===== src/rtl/column_pkg.sv =====
// Shared types and elaboration helpers for the column access sequencer
// and the column group decoder.
package column_pkg;

  localparam logic [1:0] ST_IDLE = 2'd0;
  localparam logic [1:0] ST_PRE  = 2'd1;
  localparam logic [1:0] ST_EN   = 2'd2;
  localparam logic [1:0] ST_DONE = 2'd3;

  typedef enum logic [1:0] {
    IDLE = ST_IDLE,
    PRE  = ST_PRE,
    EN   = ST_EN,
    DONE = ST_DONE
  } col_state_t;

  // A single-group array still carries a one-bit select so out-of-range can be flagged.
  function automatic int adr_width(input int cols);
    return (cols <= 2) ? 1 : $clog2(cols);
  endfunction

  function automatic int max_phase(input int pre_cyc, input int en_cyc);
    return (pre_cyc > en_cyc) ? pre_cyc : en_cyc;
  endfunction

  function automatic int phase_cnt_width(input int pre_cyc, input int en_cyc);
    return $clog2(max_phase(pre_cyc, en_cyc) + 1);
  endfunction

endpackage


===== src/rtl/column_group_decoder.sv =====
// Steers a bit-line pattern onto one column group of the enable vector and
// reports whether the group select addresses an existing group.
module column_group_decoder
  import column_pkg::*;
#(
  parameter int BL_W = 16,
  parameter int COLS = 2,
  localparam int ADR_W = adr_width(COLS)
) (
  input  logic [ADR_W-1:0]     adr,
  input  logic [BL_W-1:0]      bl,
  output logic [BL_W*COLS-1:0] ble,
  output logic                 in_range
);

  always_comb begin
    ble = '0;
    for (int g = 0; g < COLS; g++) begin
      if (adr == ADR_W'(g)) begin
        ble[g*BL_W +: BL_W] = bl;
      end
    end
  end

  assign in_range = 32'(adr) < 32'(COLS);

endmodule


===== src/rtl/column_access_seq.sv =====
// Sequenced column access: precharge phase, then one column group enabled
// from the latched bit-line pattern, then a one-cycle completion pulse.
module column_access_seq
  import column_pkg::*;
#(
  parameter int BL_W    = 16,
  parameter int COLS    = 2,
  parameter int PRE_CYC = 1,
  parameter int EN_CYC  = 2,
  localparam int ADR_W  = adr_width(COLS)
) (
  input  logic                 clk,
  input  logic                 rst_n,
  input  logic                 req,
  input  logic [ADR_W-1:0]     adr,
  input  logic [BL_W-1:0]      bl,
  output logic                 ready,
  output logic                 pre,
  output logic [BL_W*COLS-1:0] ble,
  output logic                 done,
  output logic                 err,
  output col_state_t           dbg_state
);

  localparam int CW = phase_cnt_width(PRE_CYC, EN_CYC);

  if (PRE_CYC < 1 || EN_CYC < 1 || COLS < 1 || BL_W < 1) begin : g_param_check
    $fatal(1, "column_access_seq: PRE_CYC, EN_CYC, COLS and BL_W must all be >= 1");
  end

  // Handshake: req is a level held by the requester; it is taken on the edge
  // where ready=1 and req=1, and ignored (not queued) while ready=0.
  col_state_t          state_q;
  logic [CW-1:0]       cnt_q;
  logic [ADR_W-1:0]    adr_q;
  logic [BL_W-1:0]     bl_q;
  logic [BL_W*COLS-1:0] dec_ble;
  logic                dec_in_range;
  logic                adr_ok;

  assign adr_ok = 32'(adr) < 32'(COLS);

  column_group_decoder #(
    .BL_W (BL_W),
    .COLS (COLS)
  ) u_dec (
    .adr      (adr_q),
    .bl       (bl_q),
    .ble      (dec_ble),
    .in_range (dec_in_range)
  );

  // The counter is reloaded on each phase entry and stops at zero, which is
  // the exit condition, so it can never wrap.
  always_ff @(posedge clk or negedge rst_n) begin
    if (!rst_n) begin
      state_q <= IDLE;
      cnt_q   <= '0;
      adr_q   <= '0;
      bl_q    <= '0;
    end else begin
      case (state_q)
        IDLE: begin
          if (req) begin
            adr_q <= adr;
            bl_q  <= bl;
            if (adr_ok) begin
              state_q <= PRE;
              cnt_q   <= CW'(PRE_CYC - 1);
            end else begin
              state_q <= DONE;
            end
          end
        end
        PRE: begin
          if (cnt_q == '0) begin
            state_q <= EN;
            cnt_q   <= CW'(EN_CYC - 1);
          end else begin
            cnt_q <= cnt_q - 1'b1;
          end
        end
        EN: begin
          if (cnt_q == '0) begin
            state_q <= DONE;
          end else begin
            cnt_q <= cnt_q - 1'b1;
          end
        end
        DONE: begin
          state_q <= IDLE;
        end
        default: begin
          state_q <= IDLE;
        end
      endcase
    end
  end

  // Outputs decode only state and latched flops, so reset clears them at once.
  assign ready     = (state_q == IDLE);
  assign pre       = (state_q == PRE);
  assign ble       = (state_q == EN) ? dec_ble : '0;
  assign done      = (state_q == DONE);
  assign err       = (state_q == DONE) && !dec_in_range;
  assign dbg_state = state_q;

endmodule


===== config.mk =====
export PLATFORM = sky130hd
export DESIGN_NAME = column_access_seq
export DESIGN_NICKNAME = d
export VERILOG_FILES = /design/src/rtl/column_pkg.sv /design/src/rtl/column_group_decoder.sv /design/src/rtl/column_access_seq.sv
export SDC_FILE = /design/constraint.sdc
export NUM_CORES = 1
export LEC_CHECK = 0
export CAP_MARGIN = 10
export CORE_MARGIN = 4
export CORE_UTILIZATION = 40
export CTS_CLUSTER_DIAMETER = 40
export DETAILED_ROUTE_END_ITERATION = 10
export PLACE_DENSITY_LB_ADDON = 0.12
export SYNTH_ARGS = -nofsm -noshare
export SYNTH_HDL_FRONTEND = slang
export SYNTH_SLANG_ARGS = --single-unit

===== constraint.sdc =====
create_clock -name clk -period 5.05 [get_ports clk]
set_clock_uncertainty 0.05 [all_clocks]
set_input_delay 1.01 -clock clk [delete_from_list [all_inputs] [get_ports clk]]
set_output_delay 1.01 -clock clk [all_outputs]
set_load 0.05 [all_outputs]

After elaboration in Yosys (flattened, before gate mapping)
Cells that the tools add are included.
- flip-flop bits (word level): 21
- input port bits: 20
- output and inout port bits: 38
- logic and storage cells: 29
- add/subtract/negate cells: 1
- equality and inequality tests: 7
- mux-type cells: 11
- reductions and logical operators: 6
- operators with widths (operator ; count):
    $mux 16 ; 2
    $mux 32 ; 1
    $mux 2 ; 6
    $pmux 2 s4 ; 1
    $ne 2x2->1 const B ; 3
    $pmux 2 s3 ; 1
    $reduce_and 3->1 ; 2
    $eq 2x2->1 const B ; 2
    $logic_not 2->1 ; 2
    $reduce_bool 3->1 ; 1
    $eq 2x1->1 const B ; 1
    $ne 2x1->1 const B ; 1
    $reduce_and 2->1 ; 1
    $sub 2x1->2 const B ; 1

Depth between registers and ports, before layout
Gate-level depths: netlist of run 1.
- depth in word-level cells: 3
- depth in mapped cells: 6
- gate-level depth less buffers: 5

Cells and area by module
A second synthesis of run 1 with hierarchy kept.
- cell total of the unflattened synthesis: 143
- area, all modules: 1451.4 um2
- modules (own cells, without submodules) (module ; instances ; cells each ; area an instance (um2) ; sequential area each (um2)):
    column_access_seq ; 1 ; 106 ; 1223.7 ; 525.5
    column_group_decoder ; 1 ; 37 ; 227.7 ; 0.0

Worst setup path before layout of run 1
Ideal clock, no wire load.
- kind: flip-flop to output port
- start point: register state_q[0] (netlist: dbg_state[0])
- end point: output ble[23]
- data arrival time: 1.848 ns
- required time: 3.990 ns
- slack: 2.142 ns
- stages on the path, launching flop included: 6
- buffers on the path: 2
- cell sequence: dfrtp_1 -> inv_1 -> ha_1 -> clkbuf_2 -> clkbuf_1 -> and3_1
- longest elaborated chain between the ends: 2
- RTL lines (item ; RTL line ; source):
    start, declared ; column_access_seq.sv:33 ; col_state_t state_q;
    start signal, assigned ; column_access_seq.sv:57 ; state_q <= IDLE;
    start signal, assigned ; column_access_seq.sv:68 ; state_q <= PRE;
    start signal, assigned ; column_access_seq.sv:71 ; state_q <= DONE;
    $eq 2x2->1 ; column_access_seq.sv:103 ; assign ble = (state_q == EN) ? dec_ble : '0;
    $mux 32 ; column_access_seq.sv:103 ;
    end, declared ; column_access_seq.sv:19 ; output logic [BL_W*COLS-1:0] ble,
No other way between the ends.

Worst setup path in the final report of run 1
- start point: register state_q[0] (netlist: dbg_state[0])
- end point: output ble[4]
Same word-level chain as after synthesis.

==> metrics.md, run 1 <==
| Metric | Value |
|---|---|
| Outcome | `finished, final reports clean` |
| Synthesis warning total | `0` |
| R2r setup slk | `between 3 and 4 ns` |
| Combinational family with the most area after synthesis | `simple AND/OR/NAND/NOR gates` |
| Critical Path End Type | `output pin` |
| Clock share of power | `0.064` |
| Total area of multi-input combinational cells | `687 sq um` |
| CTS clk-pin slew, worst paths | `0.12 ns` |
| Max_slew headroom | `0.357` |
| Busiest grt layer | `met2` |
| Max FO, Critical Path | `23` |
| Logic pwr share | `0.683` |
| Antenna violations before repair | `0` |
| Hold Crit Class | `flop to flop` |
| Max_cap viols | `0` |
| Post-CTS Setup Bufs | `0` |
| Synth Area in Simple Gates | `0.230` |
| Area grow syn2layout | `47.0%` |
| CTS root buf | `clkbuf_4` |
| GRT met3 Usage | `0.0668` |
| R2r worst-path depth | `5` |
| Final Cycle Share | `0.784` |
| Post-synthesis mux area share | `0.205` |
| Pwr dens | `700 mW/mm^2` |
| Mapped Nets | `approximately 140` |
| Worst path max stage delay | `0.81 ns` |
| ANT cells | `0` |
| Setup_tns | `0 ns` |
| Leakage Power | `approximately 0.87 nW` |
| Residual DRC | `0` |
| Crit path kind | `flop to output pin` |
| Synth Area per Inst | `11.8 sq um` |
| WP data required | `3.99 ns` |
| Clock tree from TritonCTS | `yes` |
| CTS Buffer Depth | `2` |
| Max Clock Freq | `roughly 250 MHz` |
| Placer congestion estimate | `0.740` |
| Worst hold path cell count | `1` |
| TritonCTS Buffers | `3` |
| DR vias/cell | `4.72` |
| Cts hold-fix bufs | `0` |
| First-pass GRT wire length | `roughly 5000 um` |
| Post-cts sizing count | `0` |
| Sequential Area | `between 500 and 600 sq um` |
| Detailed placement HPWL | `about 2200 um` |
| Core area | `roughly 0.0031 sq mm` |
| Post-synthesis sequential area ratio | `0.413` |
| Clock sink count | `21` |
| Sw Pwr | `0.660 mW` |
| Vias in the first global route | `approximately 1,100` |
| Asr flop ratio synth | `1.00` |
| Endpoints failing hold | `0` |
| Die width | `about 64 um` |
| Final #Nets | `191` |
| Clock Latency Late Sink | `around 0.30 ns` |
| Cell Int Power | `0.648 mW` |
| DIE AREA | `between 0.004 and 0.005 sq mm` |
| Antenna viol nets, final | `0` |
| Synth Area in XOR/XNOR | `0` |
| Synthesized instance count | `108` |
| Worst-Margin Slew | `0.961 ns` |
| Count of different cell masters after synthesis | `28` |
| Die span in y | `approximately 64 um` |
| H-tree levels | `1` |
| Critical Path Slowest Stage Cell | `clkdlybuf4s50_1` |
| Ys flop type | `dfrtp_1` |
| Final number of setup-violating endpoints | `0` |
| Max-slew violations | `0` |
| Overflow left after global routing | `0` |
| DRT iter0 DRCs | `between 40 and 50` |
| Complex-gate fraction of the synthesized area | `0.0236` |
| Register bit total from synthesis | `21` |
| Startpoint types | `flop` |
| Most frequent cells in the layout | `clkdlybuf4s50_1 (56), dfrtp_1 (21), and2_1 (17)` |
| Row cnt | `20` |
| 1st-pass router iterations | `4` |
| Min cycle time layout | `just under 4 ns` |
| Share of power burned in registers | `0.253` |
| Commonest non-fill, non-tap cell in the layout | `clkdlybuf4s50_1` |
| Synthesized area | `about 0.0013 sq mm` |
| I/O Pins | `between 50 and 60` |
| Layout cells sized above 1 | `0.198` |
| M1 GR Usage | `0.168` |
| Peak supply drop | `roughly 370 uV` |
| Critical Path, Cell by Cell | `inv_1 -> ha_1 -> nor2b_4 -> and2_1 -> clkdlybuf4s50_1` |
| WL/cell | `about 15 um` |
| GRT Util Overall | `0.154` |
| Data arrival, critical path | `about 2.9 ns` |
| Layout fillers | `between 200 and 300` |
| Worst Hold Margin | `just under 0.5 ns` |
| Via count | `973` |
| Initial Utilization | `0.416` |
| Switching Share | `0.505` |
| Routed wire length | `3040 um` |
| RSZ-0062 raised after global routing | `false` |
| Number of port buffers | `between 50 and 60` |
| GR Util met2 | `0.278` |
| Post-Synth Adder-Cell Area | `0.0787` |
| Number of synthesized flops with an enable pin | `0` |
| Largest net degree at the start of global routing | `24` |
-- registers in the layout, summed over array words and instances, names as in the netlist --
signal     flops
bl_q          16
cnt_q          2
dbg_state      2
adr_q          1
-- power by group through the flow --
stage          logic [mW]  clock network (mW)  registers [mW]
6_report            0.893              0.0836           0.331
3_5_place_dp        0.896                   0           0.334
4_1_cts             0.901              0.0853           0.331
3_3_place_gp        0.883                   0           0.329
5_1_grt             0.936              0.0926           0.346
2_1_floorplan       0.647                   0           0.334
-- per-stage QoR --
step | setup WS [ns] | instance area (sq um) | util | instances | total power, mW
floorplan | 2.14 | 1270 | - | 108 | 0.982
global placement | 1.51 | 1840 | 0.604 | 202 | 1.21
detailed placement | 1.41 | 1840 | 0.604 | 202 | 1.23
CTS | 1.05 | 1870 | 0.612 | 206 | 1.32
global route | 0.881 | 1870 | 0.612 | 206 | 1.38
finish | 1.09 | 1870 | 0.612 | 206 | 1.31
-- layout make-up --
class                           count  area share
Clock buffer                        4      0.0141
Inverter                            4     0.00803
Multi-Input combinational cell     77       0.367
Sequential cell                    21       0.281
Tap cell                           44      0.0295
Timing Repair Buffer               56       0.300
-- critical path: cells and delay by family (launching register included) --
family                   cells  cell delay, ns
buffers and inverters        2            0.96
AND/OR/NAND/NOR              2            0.61
adder cells (fa/ha/maj)      1            0.59
flip-flops                   1            0.44
-- synthesized netlist by cell type, types with 2 or more instances --
cell / instances / share of area
and3_2: 6 / 0.035
and3_1: 10 / 0.049
dfrtp_1: 21 / 0.41
nor2_1: 2 / 0.0059
and2_1: 17 / 0.084
mux2i_1: 2 / 0.016
clkbuf_1: 3 / 0.0089
ha_1: 8 / 0.079
inv_1: 4 / 0.012
mux2_4: 10 / 0.12
mux2_2: 8 / 0.071
-- per-layer routing --
layer	wire length, um	vias to the layer above	part of all wire
met4	17	0	0.0056
met2	1540	29	0.51
met3	203	2	0.067
met1	1280	473	0.42
li1	-	469	-
met5	0	-	0
-- final timing paths --
kind,startpoint,endpoint
setup / recovery,dbg_state[0],ble[4]
max in group asynchronous,rst_n,cnt_q[0]
hold reg to reg,bl_q[15],bl_q[15]
min in group asynchronous,rst_n,bl_q[0]
hold / removal,bl_q[15],bl_q[15]
setup reg to reg,dbg_state[0],dbg_state[1]
-- logic make-up (layout without fill, tap and decap cells) --
| family | after synthesis | in the layout |
|---|---|---|
| buffers and inverters | 10 | 64 |
| muxes | 20 | 20 |
| and+or+nand+nor | 44 | 44 |
| AOI/OAI and AO/OA | 4 | 4 |
| other | 1 | 1 |
| adders and majority gates | 8 | 8 |
| DFF | 21 | 21 |
No activity file was read; power rests on OpenSTA's default activity.
==> run 2, diff against run 1 <==
- CORE_UTILIZATION: 40 -> 37
- clock period: 5.05 -> 3.5 ns (I/O delays scaled with it)
==> metrics.md, run 2 (synthesized netlist as in run 1, its figures left out) <==
| Metric | Value |
|---|---|
| DRT iter0 DRCs | `32` |
| Min cycle time layout | `about 3.2 ns` |
| Via count | `975` |
| Clock Latency Late Sink | `approximately 0.31 ns` |
| Clock tree from TritonCTS | `yes` |
| Post-route cell area | `about 0.0018 sq mm` |
| Clock sink count | `21` |
| Endpoints failing hold | `0` |
| WP data required | `between 2 and 3 ns` |
| Worst Hold Margin | `~0.5 ns` |
| Area grow syn2layout | `44.3%` |
| DR vias/cell | `between 4 and 5` |
| Detailed placement HPWL | `approximately 2200 um` |
| Initial Utilization | `0.381` |
| Peak supply drop | `398 uV` |
| TritonCTS Buffers | `3` |
| Post-CTS Setup Bufs | `0` |
| Setup_tns | `0 ns` |
| Residual DRC | `0` |
| Core area | `~0.0033 sq mm` |
| CTS clk-pin slew, worst paths | `around 0.13 ns` |
| Outcome | `finished, final reports clean` |
| Final number of setup-violating endpoints | `0` |
| H-tree levels | `1` |
| Critical Path, Cell by Cell | `inv_1 -> ha_2 -> and3_2 -> clkdlybuf4s50_1` |
| RSZ-0062 raised after global routing | `false` |
| Row cnt | `21` |
| CTS root buf | `clkbuf_4` |
| Number of port buffers | `56` |
| Pwr dens | `just over 1000 mW/mm^2` |
| Area after DPL | `about 0.0018 sq mm` |
| 1st-pass router iterations | `3` |
| Max-slew violations | `0` |
| Hold_sp | `bl_q[13]` |
| Critical Path Source | `dbg_state[0]` |
| Max Clock Freq | `316 MHz` |
| Startpoint types | `flop` |
| Vias in the first global route | `between 1,000 and 1,500` |
| Leakage Power | `0.898 nW` |
| First-pass GRT wire length | `5130 um` |
| Final Cycle Share | `0.904` |
| Max FO, Critical Path | `23` |
| WL/cell | `around 14 um` |
| ANT cells | `0` |
| Commonest non-fill, non-tap cell in the layout | `clkdlybuf4s50_1` |
| Crit path kind | `flop to output pin` |
| Final #Nets | `approximately 190` |
| RR Startpoint | `dbg_state[0]` |
| CTS Buffer Depth | `2` |
| R2r setup slk | `1.68 ns` |
| Cts hold-fix bufs | `0` |
| Placer congestion estimate | `roughly 0.75` |
| Data arrival, critical path | `approximately 2.4 ns` |
| Die span in y | `66.6 um` |
| Largest Register | `bl_q` |
| Max_slew headroom | `0.361` |
| Routed wire length | `2990 um` |
| Worst-Margin Slew | `approximately 0.96 ns` |
| Die width | `66.6 um` |
| Overflow left after global routing | `0` |
| Max_cap viols | `0` |
| Critical Path Slowest Stage Cell | `clkdlybuf4s50_1` |
| Final Non-Filler Cells | `between 200 and 250` |
| I/O Pins | `58` |
| Final core occ | `0.550` |
| Most frequent cells in the layout | `clkdlybuf4s50_1 (40), dfrtp_1 (21), and2_1 (17)` |
| Antenna viol nets, final | `0` |
| Antenna violations before repair | `0` |
| GRT Util Overall | `0.153` |
| Hold Crit Class | `flop to flop` |
| Layout cells sized above 1 | `0.302` |
| Worst path max stage delay | `0.80 ns` |
| Critical Path End Type | `output pin` |
| Placed cells | `roughly 200` |
| Largest net degree at the start of global routing | `24` |
| DIE AREA | `roughly 0.0044 sq mm` |
| Max reg flops | `16` |
-- run 2: changes by cell type in the layout (fill, tap and decap cells not counted), sizes merged --
cell           previous run  this run
buf                       0        16
clkdlybuf4s50            56        40
-- run 2: worst paths after layout --
kind,endpoint,cells past startpoint
setup / recovery,ble[29],4
hold / removal,bl_q[13],1
setup reg to reg,dbg_state[1],5
hold reg to reg,bl_q[13],1
max in group asynchronous,bl_q[13],1
min in group asynchronous,cnt_q[0],1
-- run 2: report_power, final --
group	switching [mW]	internal (mW)	leakage [nW]	total, mW
Clock	0.0806	0.0445	0.0150	0.125
Sequential	0.112	0.367	0.251	0.479
Combinational	0.758	0.508	0.632	1.27
-- run 2: layout make-up --
class	instances	area, sq um
clock buffers	4	26.3
fillers	303	1500
inverters	4	15.0
multi-input cells	77	689
flip-flops and latches	21	526
well taps	46	57.6
repair buffers	56	520
-- run 2: timing repair --
action | 4_1_cts | 5_1_grt
endpoints found under the hold margin | 0 | 0
gates resized for setup | 0 | 1
setup endpoints to repair | 0 | 16
-- run 2: critical path, delay by kind of cell, from the launching register on --
kind	cells	cell delay, ns
adders and majority gates	1	0.43
buffers and inverters	2	0.96
DFF	1	0.45
and+or+nand+nor	1	0.25
-- run 2: metal layers --
metal  global-route usage  vias up  routed length, um
met5                    0        -                  0
met4               0.0533        0                 43
met3               0.0472        4                263
met2                0.266       36               1450
met1                0.174      465               1240
li1                     -      470                  -
-- run 2: per-stage QoR --
stage	worst slack (ns)	power [mW]
after global routing	0.185	2.00
after global placement	0.531	1.74
after floorplan	0.902	1.42
after detailed placement	0.451	1.76
final	0.337	1.87
after CTS	0.0819	1.89
